File: src/rtl/prog_sequencer.sv
// rtl/prog_sequencer.sv - program-launch controller feeding PC load strobe and start address
module prog_sequencer #(
    parameter logic [7:0]  START0     = 8'd0,
    parameter logic [7:0]  START1     = 8'd25,
    parameter logic [7:0]  START2     = 8'd44,
    parameter int unsigned MAX_CYCLES = 4095
) (
    input  logic        clk,
    input  logic        reset,
    input  logic        start,
    input  logic        halt,
    output logic [1:0]  prog_sel,
    output logic [7:0]  start_addr,
    output logic        pc_load,
    output logic        busy,
    output logic        done,
    output logic        timeout,
    output logic [15:0] cycle_count
);

    typedef enum logic [1:0] {IDLE, LOAD, RUN, DONE} state_t;

    localparam logic [15:0] LAST_CNT = 16'(MAX_CYCLES - 1);

    state_t      state_q, state_d;
    logic [1:0]  sel_q, sel_d;
    logic        pc_load_q, pc_load_d;
    logic        busy_q, busy_d;
    logic        done_q, done_d;
    logic        timeout_q, timeout_d;
    logic [15:0] cnt_q, cnt_d;

    always_ff @(posedge clk or posedge reset) begin
        if (reset) begin
            state_q   <= IDLE;
            sel_q     <= 2'd0;
            pc_load_q <= 1'b0;
            busy_q    <= 1'b0;
            done_q    <= 1'b0;
            timeout_q <= 1'b0;
            cnt_q     <= 16'd0;
        end else begin
            state_q   <= state_d;
            sel_q     <= sel_d;
            pc_load_q <= pc_load_d;
            busy_q    <= busy_d;
            done_q    <= done_d;
            timeout_q <= timeout_d;
            cnt_q     <= cnt_d;
        end
    end

    always_comb begin
        state_d   = state_q;
        sel_d     = sel_q;
        timeout_d = timeout_q;
        cnt_d     = cnt_q;
        case (state_q)
            IDLE: begin
                if (start) begin
                    state_d   = LOAD;
                    cnt_d     = 16'd0;
                    timeout_d = 1'b0;
                end
            end
            LOAD: state_d = RUN;
            RUN: begin
                cnt_d = cnt_q + 16'd1;
                // Halt takes priority over the limit when both land on the same edge.
                if (halt) begin
                    state_d   = DONE;
                    timeout_d = 1'b0;
                end else if (cnt_q == LAST_CNT) begin
                    state_d   = DONE;
                    timeout_d = 1'b1;
                end
            end
            DONE: begin
                if (!start) begin
                    state_d = IDLE;
                    sel_d   = (sel_q == 2'd2) ? 2'd0 : sel_q + 2'd1;
                end
            end
            default: state_d = IDLE;
        endcase
        // Status outputs are registered images of the state being entered.
        pc_load_d = (state_d == LOAD);
        busy_d    = (state_d == LOAD) || (state_d == RUN);
        done_d    = (state_d == DONE);
    end

    always_comb begin
        case (sel_q)
            2'd1:    start_addr = START1;
            2'd2:    start_addr = START2;
            default: start_addr = START0;
        endcase
    end

    assign prog_sel    = sel_q;
    assign pc_load     = pc_load_q;
    assign busy        = busy_q;
    assign done        = done_q;
    assign timeout     = timeout_q;
    assign cycle_count = cnt_q;

endmodule

File: config.mk
export PLATFORM = sky130hd
export DESIGN_NAME = prog_sequencer
export DESIGN_NICKNAME = d
export VERILOG_FILES = /design/src/rtl/prog_sequencer.sv
export SDC_FILE = /design/constraint.sdc
export NUM_CORES = 1
export LEC_CHECK = 0
export BUFFER_PORTS_ARGS = -buffer_cell sky130_fd_sc_hd__buf_2
export CAP_MARGIN = 10
export CORE_ASPECT_RATIO = 1.5
export CORE_MARGIN = 2
export CORE_UTILIZATION = 35
export CTS_CLUSTER_DIAMETER = 80
export DETAILED_ROUTE_END_ITERATION = 6
export MAX_ROUTING_LAYER = met4
export PLACE_DENSITY_LB_ADDON = 0.25
export SYNTH_ARGS = -nofsm -noshare
export SYNTH_HDL_FRONTEND = slang
export SYNTH_SLANG_ARGS = --single-unit
File: constraint.sdc
create_clock -name clk -period 2.3 [get_ports clk]
set_input_delay 0.575 -clock clk [delete_from_list [all_inputs] [get_ports clk]]
set_output_delay 0.575 -clock clk [all_outputs]
set_load 0.01 [all_outputs]
## After elaboration in Yosys (flattened, before gate mapping)

Cells that the tools add are included.

- Reductions and logical operators: 6
- Bitwise operators: 1
- Mux-type cells: 13
- Add/subtract/negate cells: 2
- Equality and inequality tests: 11

Operators with widths:

| cell | number |
|---|---|
| case mux 16 bit (2 select lines) | 1 |
| adder 16 x 1 -> 16 bit, second input constant | 1 |
| == test 16 x 12 -> 1 bit, second input constant | 1 |
| 2-to-1 mux 16 bit | 1 |
| case mux 6 bit (2 select lines) | 1 |
| == test 2 bit, second input constant | 5 |
| 2-to-1 mux 2 bit | 5 |
| case mux 2 bit (4 select lines) | 1 |
| == test 2 x 1 -> 1 bit, second input constant | 3 |
| AND reduction 2 bit | 2 |
| 2-to-1 mux 1 bit | 3 |
| inequality test 3 bit, second input constant | 1 |
| AND reduction 3 bit | 1 |
| adder 2 x 1 -> 2 bit, second input constant | 1 |
| logical NOT 2 bit | 1 |
| inequality test 2 bit, second input constant | 1 |
| case mux 1 bit (2 select lines) | 1 |
| nonzero test 2 bit | 1 |
| logical OR 1 bit | 1 |
| inverter 1 bit | 1 |

- Register bits: 24
- Output and inout bits: 30
- Logic and storage cells: 40

## Depth between registers and ports, before layout

- Word-level depth: 6
- Mapped depth: 8
- Depth with buffers taken out: 8

## Worst setup path after synthesis

Ideal clock, no wire load.

- Path kind: register -> register
- From: reg cnt_q[12] (netlist: cycle_count[12])
- To: reg busy_q (netlist: busy)
- Period minus slack after synthesis: 1.778 ns
- Library setup time: 0.063 ns
- Stages on the path, launching flop included: 7
- Arrival: 1.715 ns
- Data required time: 2.237 ns
- Path slack: 0.522 ns
- Path through: dfrtp_1 > or4_4 > nor4_2 > o21ai_0 > nand2_1 > ha_1 > inv_1

- Cells in the longest elaborated chain, start to end: 6

Ends and longest elaborated chain:

| item | RTL line | source |
|---|---|---|
| from (decl) | 31 | `logic [15:0] cnt_q, cnt_d;` |
| from (signal assigned) | 49 | `cnt_q <= cnt_d;` |
| == test 16 x 12 -> 1 bit (*) | 73 | `end else if (cnt_q == LAST_CNT) begin` |
| 2-to-1 mux 2 bit (*) | 73 |  |
| 2-to-1 mux 2 bit (*) | 70 | `if (halt) begin` |
| case mux 2 bit (4 select lines) (*) | 58 | `case (state_q)` |
| via state_d[0] | 25 | `state_t state_q, state_d;` |
| == test 2 x 1 -> 1 bit / == test 2 bit (equally long branches) | 88 | `busy_d = (state_d == LOAD) \|\| (state_d == RUN);` |
| logical OR 1 bit (*) | 88 |  |
| via busy_d | 28 | `logic busy_q, busy_d;` |
| to (signal assigned) | 46 | `busy_q <= busy_d;` |
| to (decl) | 28 |  |

The timed path passes the listed nets; every way through them passes the cells marked *.
A chain may end at the register's enable or synchronous reset.

## Worst setup path in the final report

Same ends and word-level chain as after synthesis.

==> flow_summary.json <==
{
  "min_period_ns": 1.89,
  "worstPathCellList": "or4_4 -> nor4_2 -> o21ai_0 -> nand2_1 -> ha_1 -> inv_1",
  "post-cts-setup-buffer-count": 0,
  "dr.pass1.iters": 4,
  "finalSetupTns_ns": 0,
  "ir_drop_mv": 0.536,
  "final_nets": 165,
  "syn_to_final_growth_pct": 19.8,
  "yosysWarnings": 0,
  "drt_wl_total_um": 2560,
  "fillers": 367,
  "antenna_found_initial": 0,
  "hp-class": "in -> async",
  "die_area_sq_um": 4080,
  "power.leakage_nw": 0.786,
  "grt_overflow": 0,
  "ys_ff_latch": 24,
  "place.gp.congestion": 0.756,
  "layout_common_cells": "30 x buf_2, 24 x dfrtp_1, 19 x nand2_1",
  "clock_skew_ns": 0.00375,
  "first_iter_violations": 20,
  "rsz0062_at_grt": "no",
  "start_kind": "flop",
  "wl_per_cell_um": 13.1,
  "insertedDiodeCount": 0,
  "ioPinCount": 34,
  "max_stage_delay_ns": 0.55,
  "fin_crit_sh_pct": 82.1,
  "ys_types": 31,
  "place_ws_ns": 0.415,
  "worst_slack_ns": 0.411,
  "grt_max_degree": 25,
  "core_area_sq_um": 3420,
  "fin_util_pct": 43.9,
  "drive_gt1_share_pct": 27.5,
  "power.density_nw_per_um2": 1160,
  "rows": 26,
  "grt_pass1_wl_um": 4370,
  "fin_cells": 195,
  "viasPerCell": 4.97,
  "postRouteAntennaNets": 0,
  "final_common_cell": "buf_2",
  "hold_viol": 0,
  "io_buffers": 30,
  "syn_area_sq_um": 1250,
  "worstPathArrival_ns": 2.10,
  "cts_root_buf": "clkbuf_8",
  "synth_seq_area_share_pct": 48.0,
  "worstSetupPathType": "reg -> reg",
  "netlist.top_cell.by_area": "dfrtp_1",
  "start_util_pct": 36.7,
  "cts_sinks": 24,
  "drv_slew": 0,
  "crit_path_end_kind": "flop",
  "clk_path_buf_depth": 2,
  "regArea_sq_um": 601,
  "ctsResizeCount": 0,
  "cp_slowest_cell": "or4_4",
  "finalSetupViolations": 0,
  "timing.critical_path.buf_inv": 1,
  "dp_hpwl_um": 1970,
  "drc_errors": 0,
  "clk_pin_slew_ns": 0.08,
  "htree_num_levels": 1,
  "grt_pass1_vias": 994,
  "netlist.area_leader.share_pct": 48.0,
  "dpl.cell_count": 191,
  "path_max_fanout": 6,
  "die_h_um": 77.3,
  "synthCells": 122,
  "cts_buffers": 3,
  "cts_hold_buffers": 0,
  "vias": 970,
  "p_total_w": 0.00174,
  "clock_latency_ns": 0.27,
  "crit_family": "simple AND/OR/NAND/NOR gates",
  "max_cap_viol_count": 0,
  "status": "complete, no violations",
  "cts_tree": "done",
  "fp.dieW_um": 52.8,
  "grt_usage_pct": 14.4,
  "fmax_mhz": 529,
  "syn_avg_cell_area_sq_um": 10.3,
  "synth.area.top_cells": "dfrtp_1 48%, ha_1 7.0%, nand2_1 5.7%",
  "multiInputGateArea_sq_um": 584,
  "worstPathRequired_ns": 2.51
}
-- metal layers --
metal,track usage [%],part of all wire (%),vias to the layer above
li1,-,-,485
met5,-,0,-
met4,5.13,1.5,0
met2,23.4,51,25
met3,2.72,4.4,5
met1,17.5,43,455
-- cell type report --
cell class | count | area share, %
sequential | 24 | 40.0
inverter | 9 | 2.25
multi-input combinational | 85 | 38.9
tap | 42 | 3.50
clock inverter | 1 | 2.00
timing repair buffer | 31 | 10.5
clock buffer | 3 | 2.75
-- path summary, 6_finish.rpt --
check	from	to	slack, ns	cells past startpoint
hold reg to reg	cycle_count[15]	cycle_count[15]	0.53	1
max in group asynchronous	reset	cycle_count[1]	1.73	3
min in group clk	cycle_count[15]	cycle_count[15]	0.53	1
setup reg to reg	cycle_count[12]	busy	0.41	6
setup / recovery	cycle_count[12]	busy	0.41	6
hold / removal	reset	busy	0.33	3
-- state kept, by name, summed over array words and instances (netlist names) --
register,flops
cycle_count,16
prog_sel,2
state_q,2
busy,1
done,1
pc_load,1
timeout,1
-- power breakdown --
part / internal (W) / switching, W
clock: 0.000233 / 0.000132
sequential: 0.000557 / 0.000167
combinational: 0.000284 / 0.000366
-- metrics by stage --
stage	hold WS [ns]	cell area [sq um]
floorplan	0.528	1260
global route	0.359	1500
finish	0.332	1500
global placement	0.484	1430
detailed placement	0.507	1430
CTS	0.345	1500
-- Yosys cell counts --
| cell type | number |
|---|---|
| or3_1 | 1 |
| nand4_1 | 5 |
| o311ai_0 | 1 |
| a22o_1 | 1 |
| o211ai_1 | 3 |
| or4_4 | 1 |
| nor4_4 | 1 |
| nand3b_1 | 1 |
| and4_1 | 1 |
| mux2_2 | 2 |
| inv_1 | 9 |
| dfrtp_1 | 24 |
| o41ai_1 | 1 |
| o21ai_0 | 9 |
| nand2b_1 | 2 |
| and2b_1 | 1 |
| conb_1 | 1 |
| ha_1 | 7 |
| clkbuf_1 | 1 |
| mux2i_1 | 7 |
| nand2_1 | 19 |
| and2_2 | 1 |
| nor2b_1 | 1 |
| o31ai_1 | 3 |
| o21bai_1 | 1 |
| buf_4 | 5 |
| nor2_1 | 4 |
| nor4_2 | 1 |
| nand3_1 | 5 |
| nand4_2 | 1 |
| and3_1 | 2 |
-- cells by family (layout without fill, tap and decap cells) --
family | count (synthesis) | in the layout | share of synthesized area, %
DFF | 24 | 24 | 48.0
buffers and inverters | 15 | 44 | 5.99
adders and majority gates | 7 | 7 | 6.99
AOI/OAI and AO/OA | 19 | 19 | 9.89
other | 1 | 3 | 0.299
muxes | 9 | 9 | 7.39
and+or+nand+nor | 47 | 47 | 21.5
-- worst reg2reg max path, delay by kind of cell (launching register included) --
kind,cells,cell delay (ns)
adders and majority gates,1,0.24
AOI/OAI and AO/OA,1,0.12
DFF,1,0.44
buffers and inverters,1,0.05
and+or+nand+nor,3,0.99
(Power assumes the default switching activity.)
